$ cat src/rtl/pmem_arbiter_pkg.sv
// Shared types for the I/D-cache physical-memory arbiter.
package pmem_arb_pkg;

  localparam int DEF_ADDR_W = 32;
  localparam int DEF_LINE_W = 256;

  typedef enum logic [2:0] {
    IDLE,
    BUSY_I,
    BUSY_D,
    DONE_I,
    DONE_D
  } arb_state_e;

  typedef enum logic {
    REQ_I = 1'b0,
    REQ_D = 1'b1
  } req_e;

  function automatic logic [1:0] req_onehot(input req_e r);
    return (r == REQ_D) ? 2'b10 : 2'b01;
  endfunction

  function automatic req_e other_req(input req_e r);
    return (r == REQ_I) ? REQ_D : REQ_I;
  endfunction

endpackage

$ cat src/rtl/pmem_arbiter_arb_rr2.sv
// Two-way round-robin arbiter; a tie goes to whichever side was not granted last.
module arb_rr2
  import pmem_arb_pkg::*;
(
  input  logic       clk,
  input  logic       rst_n,
  input  logic [1:0] req_i,
  input  logic       advance_i,
  output logic [1:0] grant_o,
  output req_e       last_grant_o
);

  req_e last_grant_q;
  req_e last_grant_d;

  always_comb begin
    grant_o = req_i;
    if (req_i == 2'b11) begin
      grant_o = req_onehot(other_req(last_grant_q));
    end
  end

  always_comb begin
    last_grant_d = last_grant_q;
    if (advance_i && (grant_o != 2'b00)) begin
      last_grant_d = grant_o[REQ_D] ? REQ_D : REQ_I;
    end
  end

  always_ff @(posedge clk) begin
    if (!rst_n) begin
      last_grant_q <= REQ_I;
    end else begin
      last_grant_q <= last_grant_d;
    end
  end

  assign last_grant_o = last_grant_q;

endmodule

$ cat src/rtl/pmem_arbiter_line_reg.sv
// Cache-line wide load-enable register, cleared by synchronous reset.
module line_reg #(
  parameter int W = 256
) (
  input  logic         clk,
  input  logic         rst_n,
  input  logic         load_i,
  input  logic [W-1:0] d_i,
  output logic [W-1:0] q_o
);

  logic [W-1:0] q_q;

  always_ff @(posedge clk) begin
    if (!rst_n) begin
      q_q <= '0;
    end else if (load_i) begin
      q_q <= d_i;
    end
  end

  assign q_o = q_q;

endmodule

$ cat src/rtl/pmem_arbiter.sv
// Shares one physical-memory line port between the I-cache and D-cache,
// registering the winning request onto pmem and holding each side's returned line.
module pmem_arbiter
  import pmem_arb_pkg::*;
#(
  parameter int ADDR_W = DEF_ADDR_W,
  parameter int LINE_W = DEF_LINE_W
) (
  input  logic              clk,
  input  logic              rst_n,
  input  logic              i_read,
  input  logic [ADDR_W-1:0] i_address,
  output logic [LINE_W-1:0] i_rdata,
  output logic              i_resp,
  input  logic              d_read,
  input  logic              d_write,
  input  logic [ADDR_W-1:0] d_address,
  input  logic [LINE_W-1:0] d_wdata,
  output logic [LINE_W-1:0] d_rdata,
  output logic              d_resp,
  output logic              pmem_read,
  output logic              pmem_write,
  output logic [ADDR_W-1:0] pmem_address,
  output logic [LINE_W-1:0] pmem_wdata,
  input  logic [LINE_W-1:0] pmem_rdata,
  input  logic              pmem_resp
);

  arb_state_e        state_q, state_d;
  logic              op_write_q, op_write_d;
  logic              pmem_read_q, pmem_read_d;
  logic              pmem_write_q, pmem_write_d;
  logic [ADDR_W-1:0] pmem_address_q, pmem_address_d;
  logic [LINE_W-1:0] pmem_wdata_q, pmem_wdata_d;
  logic              i_resp_q, i_resp_d;
  logic              d_resp_q, d_resp_d;

  logic [1:0]        req;
  logic [1:0]        grant;
  logic              advance;
  req_e              last_grant;
  logic [1:0]        rdata_load;
  logic [LINE_W-1:0] rdata_q [2];

  assign req     = {d_read | d_write, i_read};
  assign advance = (state_q == IDLE) && (req != 2'b00);

  arb_rr2 u_arb (
    .clk          (clk),
    .rst_n        (rst_n),
    .req_i        (req),
    .advance_i    (advance),
    .grant_o      (grant),
    .last_grant_o (last_grant)
  );

  for (genvar gi = 0; gi < 2; gi++) begin : g_rdata
    line_reg #(.W(LINE_W)) u_line (
      .clk    (clk),
      .rst_n  (rst_n),
      .load_i (rdata_load[gi]),
      .d_i    (pmem_rdata),
      .q_o    (rdata_q[gi])
    );
  end

  always_comb begin
    state_d        = state_q;
    op_write_d     = op_write_q;
    pmem_read_d    = pmem_read_q;
    pmem_write_d   = pmem_write_q;
    pmem_address_d = pmem_address_q;
    pmem_wdata_d   = pmem_wdata_q;
    i_resp_d       = 1'b0;
    d_resp_d       = 1'b0;
    rdata_load     = 2'b00;
    case (state_q)
      IDLE: begin
        // A simultaneous read+write from the D side resolves to the write.
        if (grant[REQ_D]) begin
          state_d        = BUSY_D;
          op_write_d     = d_write;
          pmem_read_d    = ~d_write;
          pmem_write_d   = d_write;
          pmem_address_d = d_address;
          pmem_wdata_d   = d_wdata;
        end else if (grant[REQ_I]) begin
          state_d        = BUSY_I;
          op_write_d     = 1'b0;
          pmem_read_d    = 1'b1;
          pmem_write_d   = 1'b0;
          pmem_address_d = i_address;
        end
      end
      BUSY_I: begin
        if (pmem_resp) begin
          state_d           = DONE_I;
          pmem_read_d       = 1'b0;
          pmem_write_d      = 1'b0;
          rdata_load[REQ_I] = 1'b1;
          i_resp_d          = 1'b1;
        end
      end
      BUSY_D: begin
        if (pmem_resp) begin
          state_d           = DONE_D;
          pmem_read_d       = 1'b0;
          pmem_write_d      = 1'b0;
          rdata_load[REQ_D] = ~op_write_q;
          d_resp_d          = 1'b1;
        end
      end
      DONE_I, DONE_D: begin
        state_d = IDLE;
      end
      default: begin
        state_d = IDLE;
      end
    endcase
  end

  always_ff @(posedge clk) begin
    if (!rst_n) begin
      state_q        <= IDLE;
      op_write_q     <= 1'b0;
      pmem_read_q    <= 1'b0;
      pmem_write_q   <= 1'b0;
      pmem_address_q <= '0;
      pmem_wdata_q   <= '0;
      i_resp_q       <= 1'b0;
      d_resp_q       <= 1'b0;
    end else begin
      state_q        <= state_d;
      op_write_q     <= op_write_d;
      pmem_read_q    <= pmem_read_d;
      pmem_write_q   <= pmem_write_d;
      pmem_address_q <= pmem_address_d;
      pmem_wdata_q   <= pmem_wdata_d;
      i_resp_q       <= i_resp_d;
      d_resp_q       <= d_resp_d;
    end
  end

  assign pmem_read    = pmem_read_q;
  assign pmem_write   = pmem_write_q;
  assign pmem_address = pmem_address_q;
  assign pmem_wdata   = pmem_wdata_q;
  assign i_resp       = i_resp_q;
  assign d_resp       = d_resp_q;
  assign i_rdata      = rdata_q[REQ_I];
  assign d_rdata      = rdata_q[REQ_D];

`ifndef SYNTHESIS
  a_d_read_write_exclusive: assert property (
    @(posedge clk) disable iff (!rst_n) !(d_read && d_write));

  a_tie_alternates: assert property (
    @(posedge clk) disable iff (!rst_n)
    ((state_q == IDLE) && (req == 2'b11)) |-> (grant == req_onehot(other_req(last_grant))));
`endif

endmodule

$ cat config.mk
export PLATFORM = sky130hd
export DESIGN_NAME = pmem_arbiter
export DESIGN_NICKNAME = d
export VERILOG_FILES = /design/src/rtl/pmem_arbiter_pkg.sv /design/src/rtl/pmem_arbiter_arb_rr2.sv /design/src/rtl/pmem_arbiter_line_reg.sv /design/src/rtl/pmem_arbiter.sv
export SDC_FILE = /design/constraint.sdc
export NUM_CORES = 2
export LEC_CHECK = 0
export ABC_AREA = 0
export ABC_CLOCK_PERIOD_IN_PS = 1600
export BUFFER_PORTS_ARGS = -buffer_cell sky130_fd_sc_hd__clkbuf_2
export CAP_MARGIN = 20
export CORE_AREA = 4 4 533 535
export CTS_CLUSTER_DIAMETER = 200
export DETAILED_ROUTE_END_ITERATION = 12
export DIE_AREA = 0 0 537 539
export GPL_TIMING_DRIVEN = 1
export MAX_ROUTING_LAYER = met4
export PLACE_DENSITY_LB_ADDON = 0.2
export SYNTH_ARGS = -nofsm -noshare
export SYNTH_HDL_FRONTEND = slang
export SYNTH_SLANG_ARGS = --single-unit
export TNS_END_PERCENT = 30
$ cat constraint.sdc
create_clock -name clk -period 1.6 [get_ports clk]
set_input_delay 0.24 -clock clk [delete_from_list [all_inputs] [get_ports clk]]
set_output_delay 0.24 -clock clk [all_outputs]
set_load 0.005 [all_outputs]
# Word-level counts from Yosys, hierarchy flattened
# Cells that the tools add are included.
[totals]
register_bits = 809
input_bits = 582
[classes]
reduce_logical = 12
eq_ne = 7
bitwise = 3
muxes = 21
[ops]
columns = ["op", "n"]
rows = [
  ["32-bit two-way mux", 2],
  ["3-bit two-way mux", 4],
  ["1-bit two-way mux", 10],
  ["3-bit case mux with 3 select lines", 1],
  ["2-bit AND reduction", 3],
  ["3-bit AND reduction", 2],
  ["2-bit nonzero test", 3],
  ["2-bit two-way mux", 2],
  ["2-bit != test (second input constant)", 2],
  ["1-bit case mux with 2 select lines", 2],
  ["3-bit by 1-bit equality test with 1-bit output (second input constant)", 1],
  ["3-bit by 2-bit equality test with 1-bit output (second input constant)", 1],
  ["3-bit logical NOT", 1],
  ["3-bit by 1-bit != test with 1-bit output (second input constant)", 1],
  ["2-bit equality test (second input constant)", 1],
  ["1-bit logical AND", 2],
  ["2-bit by 1-bit != test with 1-bit output (second input constant)", 1],
  ["1-bit inverter", 2],
  ["2-bit OR reduction", 1],
  ["1-bit OR", 1],
]

# Longest topological paths before layout
[depth]
depth_word = 6
ltp_mapped = 7
depth_no_buf = 3

# Hierarchy
# A second synthesis with hierarchy kept.
[unflattened]
cells_unflattened = 2955
hier_area_um2 = 30870.9
[modules_own_cells]
columns = ["module", "cells_per_inst", "seq_area_each_um2", "n_inst", "area_per_inst_um2"]
rows = [
  ["line_reg", 825, 5124.9, 2, 9950.8],
  ["pmem_arbiter", 1298, 5925.7, 1, 10908.0],
  ["arb_rr2", 7, 20.0, 1, 61.3],
]

# Least setup slack after synthesis
# Ideal clock, no wire load.
[synth_timing]
path_kind = "reg-to-reg"
startpoint = "reg state_q[2]"
endpoint = "reg pmem_wdata_q[247], in the netlist pmem_wdata[247]"
setup_slack_ps = 90
synth_period_minus_slack_ps = 1510
required_time_ps = 1468
path_buffers = 4
arrival_time_ps = 1377
stages_incl_launch_ff = 8
cell_sequence = "dfxtp_1 buf_6 or3_1 buf_6 buf_6 buf_6 o21ai_0 a21oi_1"
[synth_between]
elab_chain_len = 2
[synth_lines]
columns = ["item", "line_no", "source"]
rows = [
  ["start, declared", "pmem_arbiter.sv:29", "arb_state_e state_q, state_d;"],
  ["start signal, assigned", "pmem_arbiter.sv:133", "state_q <= state_d;"],
  ["3-bit logical NOT", "pmem_arbiter.sv:77", "case (state_q)"],
  ["2-bit AND reduction (no line)", "n/a", ""],
  ["end signal, assigned", "pmem_arbiter.sv:138", "pmem_wdata_q <= pmem_wdata_d;"],
  ["end, declared", "pmem_arbiter.sv:34", "logic [LINE_W-1:0] pmem_wdata_q, pmem_wdata_d;"],
]
# No other way between the ends.
# A chain may end at the register's enable or synchronous reset.

# Final worst setup path
[layout_timing]
startpoint = "reg state_q[2]"
endpoint = "reg pmem_wdata_q[98], in the netlist pmem_wdata[98]"
# The elaborated chain is that of the path after synthesis.

==> summary.md <==
| Metric | Value |
|---|---|
| Tmin final | `roughly 1.8 ns` |
| Pleak | `between 20 and 25 nW` |
| Min-Delay Startpoint | `i_read` |
| CTS buffer count | `110` |
| H-tree Lvls | `3` |
| Most frequent cells in the layout | `clkbuf_2 (1,220), a21oi_1 (748), dfxtp_1 (611)` |
| Final Cell Area | `between 50,000 and 60,000 um2` |
| Hold WC Path Type | `in -> reg` |
| First-pass GRT wire length | `around 310,000 um` |
| Mapped Nets | `about 4,300` |
| CTS Buffer Depth | `4` |
| Top cell type's share of synthesized area | `54.0%` |
| Detail Route Antenna Nets | `0` |
| Area post-placement | `~43,000 um2` |
| Critical R2R Launch | `state_q[2]` |
| Total number of vias | `36,800` |
| Clk pwr share | `a little under 40%` |
| Synth Cell Area | `about 30,000 um2` |
| P_sw | `20.1 mW` |
| Sequential share of power | `between 30 and 40%` |
| Max-cap violations | `0` |
| Final worst setup slack | `-0.162 ns` |
| Largest net degree at the start of global routing | `74` |
| Gr usage total | `approximately 16%` |
| CP max FO | `28` |
| Reg2reg end | `pmem_wdata[98]` |
| Fin crit share | `110%` |
| Critical Path End Type | `register` |
| Initial DRC count | `~2,400` |
| Failing checks | `setup timing` |
| Post-synth cell types | `33` |
| Syn_area_per_cell | `8.16 um2` |
| Final #Nets | `6,289` |
| TritonCTS Sinks | `roughly 810` |
| Comb power frac | `between 20% and 30%` |
| Full die area | `between 200,000 and 300,000 um2` |
| Grt met2 use | `roughly a quarter` |
| Unrepaired setup endpoints after global routing | `yes` |
| Row cnt | `just under 200` |
| R2R cell count | `6` |
| Peak VDD IR | `just over 0.7 mV` |
| Mapped Cells | `between 3,000 and 4,000` |
| Initial Utilization | `roughly 11%` |
| Hold Path End | `u_arb.last_grant_o` |
| Critical path class | `reg -> reg` |
| GRT met3 Usage | `~5.5%` |
| Final Skew | `0.0568 ns` |
| Power Internal | `about 43 mW` |
| Total Power | `63.5 mW` |
| Synth warn | `0` |
| Port bufs | `~1,400` |
| Dominant cells by area after synthesis | `dfxtp_1 (54%), a21oi_1 (13%), nand3_1 (8.6%)` |
| CTS tree | `built` |
| DR DRC count | `0` |
| Share of layout cells above drive strength 1 | `between 30% and 40%` |
| DRT Pass-1 Iters | `5` |
| TNS Setup | `-32.03 ns` |
| DP HPWL | `roughly 180,000 um` |
| Power density cells | `1100 nW/um2` |
| GR Util met1 | `20.3%` |
| Top Usage Layer GRT | `met2` |
| Filler cells | `just over 30,000` |
| Clock transition at the registers of the reported paths | `0.05 ns` |
| Worst Path Required | `2.29 ns` |
| Final Non-Filler Cells | `approximately 9,600` |
| Initial antenna violation count | `70` |
| Nature of the critical path startpoint | `register` |
| Sw Share | `around a third` |
| Worst Tran Pin Value | `approximately 0.61 ns` |
| Die X | `~540 um` |
| Num ports | `between 1,000 and 1,500` |
| Post-synthesis register bit count | `between 800 and 900` |
| Vias in the first global route | `around 36,000` |
| Clk root buf | `clkbuf_16` |
| GR Overflow Total | `0` |
| Sequential-to-total area share from yosys stat | `between 50% and 60%` |
| WHS Path Cells | `5` |
| Latest clock arrival within the worst-skew pair | `0.84 ns` |
| F_max | `between 0.5 and 0.6 GHz` |
| Max Slew Vio Count | `0` |
| Area grow syn2layout | `92.0%` |
| Final hold violations | `0` |
| Status | `finished, violations left` |
| Worst EP arrival | `about 2.5 ns` |
| Routed vias/inst | `roughly 3.8` |
| WL per Instance | `roughly 25 um` |
| Placed cells | `about 8,600` |
| Die H | `~540 um` |
| Final setup vio count | `484` |
| Post-synth top area cell | `dfxtp_1` |
| Rel. slew slack | `between 50% and 60%` |
| Final wirelength | `~240,000 um` |
| Flop2flop setup slack | `-0.16 ns` |
| Most common cell after layout, fill and taps aside | `clkbuf_2` |
| Area of the core | `279,000 um2` |
| GPL Wtd Cong | `about 0.91` |
[power groups by stage]
stage	Sequential, mW	Combinational, mW	Clock, mW
floorplan	22.8	4.65	0
global placement	22.9	11.8	0
detailed placement	22.9	11.8	0
CTS	22.7	14.6	25.9
global route	22.8	16.9	26.6
finish	22.7	15.8	25.0
[area by class of cell]
type	instances	area (um2)	area share, %
Antenna cell	49	123	0.213
Clock buffer	163	3180	5.53
Clock inverter	31	398	0.692
Inverter	3	26.3	0.0457
Multi-Input combinational cell	2467	12700	22.0
Sequential cell	809	16500	28.7
Tap cell	3724	4660	8.10
Timing Repair Buffer	2316	20000	34.7
[sequential cells by signal, indices dropped and copies added (netlist names)]
register	count
d_resp	1
g_rdata.u_line.q_o	512
i_resp	1
op_write_q	1
pmem_address	32
pmem_read	1
pmem_wdata	256
pmem_write	1
state_q	3
u_arb.last_grant_o	1
[cell usage after synthesis (all sizes together)]
cell / count
dfxtp: 809
a21oi: 803
nand2: 580
o21ai: 514
nand3: 513
clkbuf: 208
buf: 187
a311oi: 32
nor2: 4
inv: 3
nor3: 3
mux2i: 2
nand4bb: 2
or3: 2
a211o: 1
a211oi: 1
a21bo: 1
a2bb2oi: 1
and4bb: 1
nor4: 1
nor4bb: 1
o2111ai: 1
o211ai: 1
o2bb2ai: 1
o32ai: 1
xnor2: 1
[timing repair]
item | 4_1_cts | 5_1_grt
resized for setup | 724 | 290
buffers inserted | 37 | 18
cloned | 24 | 32
hold endpoints to repair | 806 | 0
endpoints found under the setup margin | 1331 | 1393
hold buffers | 580 | 0
pin swaps | 20 | 60
[through the flow]
stage / util, % / hold WS, ns / setup WS [ns]
floorplan: - / 0.376 / 0.0903
global placement: 15.4 / 0.441 / -0.212
detailed placement: 15.4 / 0.447 / -0.228
CTS: 20.0 / 0.00314 / -0.148
global route: 20.6 / 0.0286 / -0.193
finish: 20.6 / 0.0849 / -0.162
[kinds of logic after synthesis]
logic type	Yosys count	share of synthesized area, %
simple gates	1107	16.2
xor+xnor	1	0.0292
compound gates	1357	23.3
flops	809	54.0
mux	2	0.0668
buf+inv	398	6.43
[per-layer routing]
metal	vias up	share of wire, %
li1	17000	-
met1	18100	44
met2	1488	44
met3	219	9.7
met4	0	1.8
met5	-	0
[worst max-delay path, stage by stage (launching register included)]
cell	delay (ns)
dfxtp_4	0.36
buf_12	0.13
or3_4	0.39
buf_12	0.17
clkbuf_16	0.29
o21ai_1	0.13
a21oi_1	0.08
[worst max-delay path by stage]
stage                                    startpoint                   endpoint  cells past startpoint
final                                    state_q[2]             pmem_wdata[98]                      6
after global routing                     state_q[0]           pmem_address[23]                      7
after global placement                   state_q[1]  g_rdata[1].u_line.q_o[63]                      6
after floorplan                          state_q[2]            pmem_wdata[247]                      7
after CTS                 g_rdata[0].u_line.q_o[19]                i_rdata[19]                      1
after detailed placement                 state_q[1]  g_rdata[1].u_line.q_o[26]                      6
Note: power is estimated with default switching activity, not from simulation.
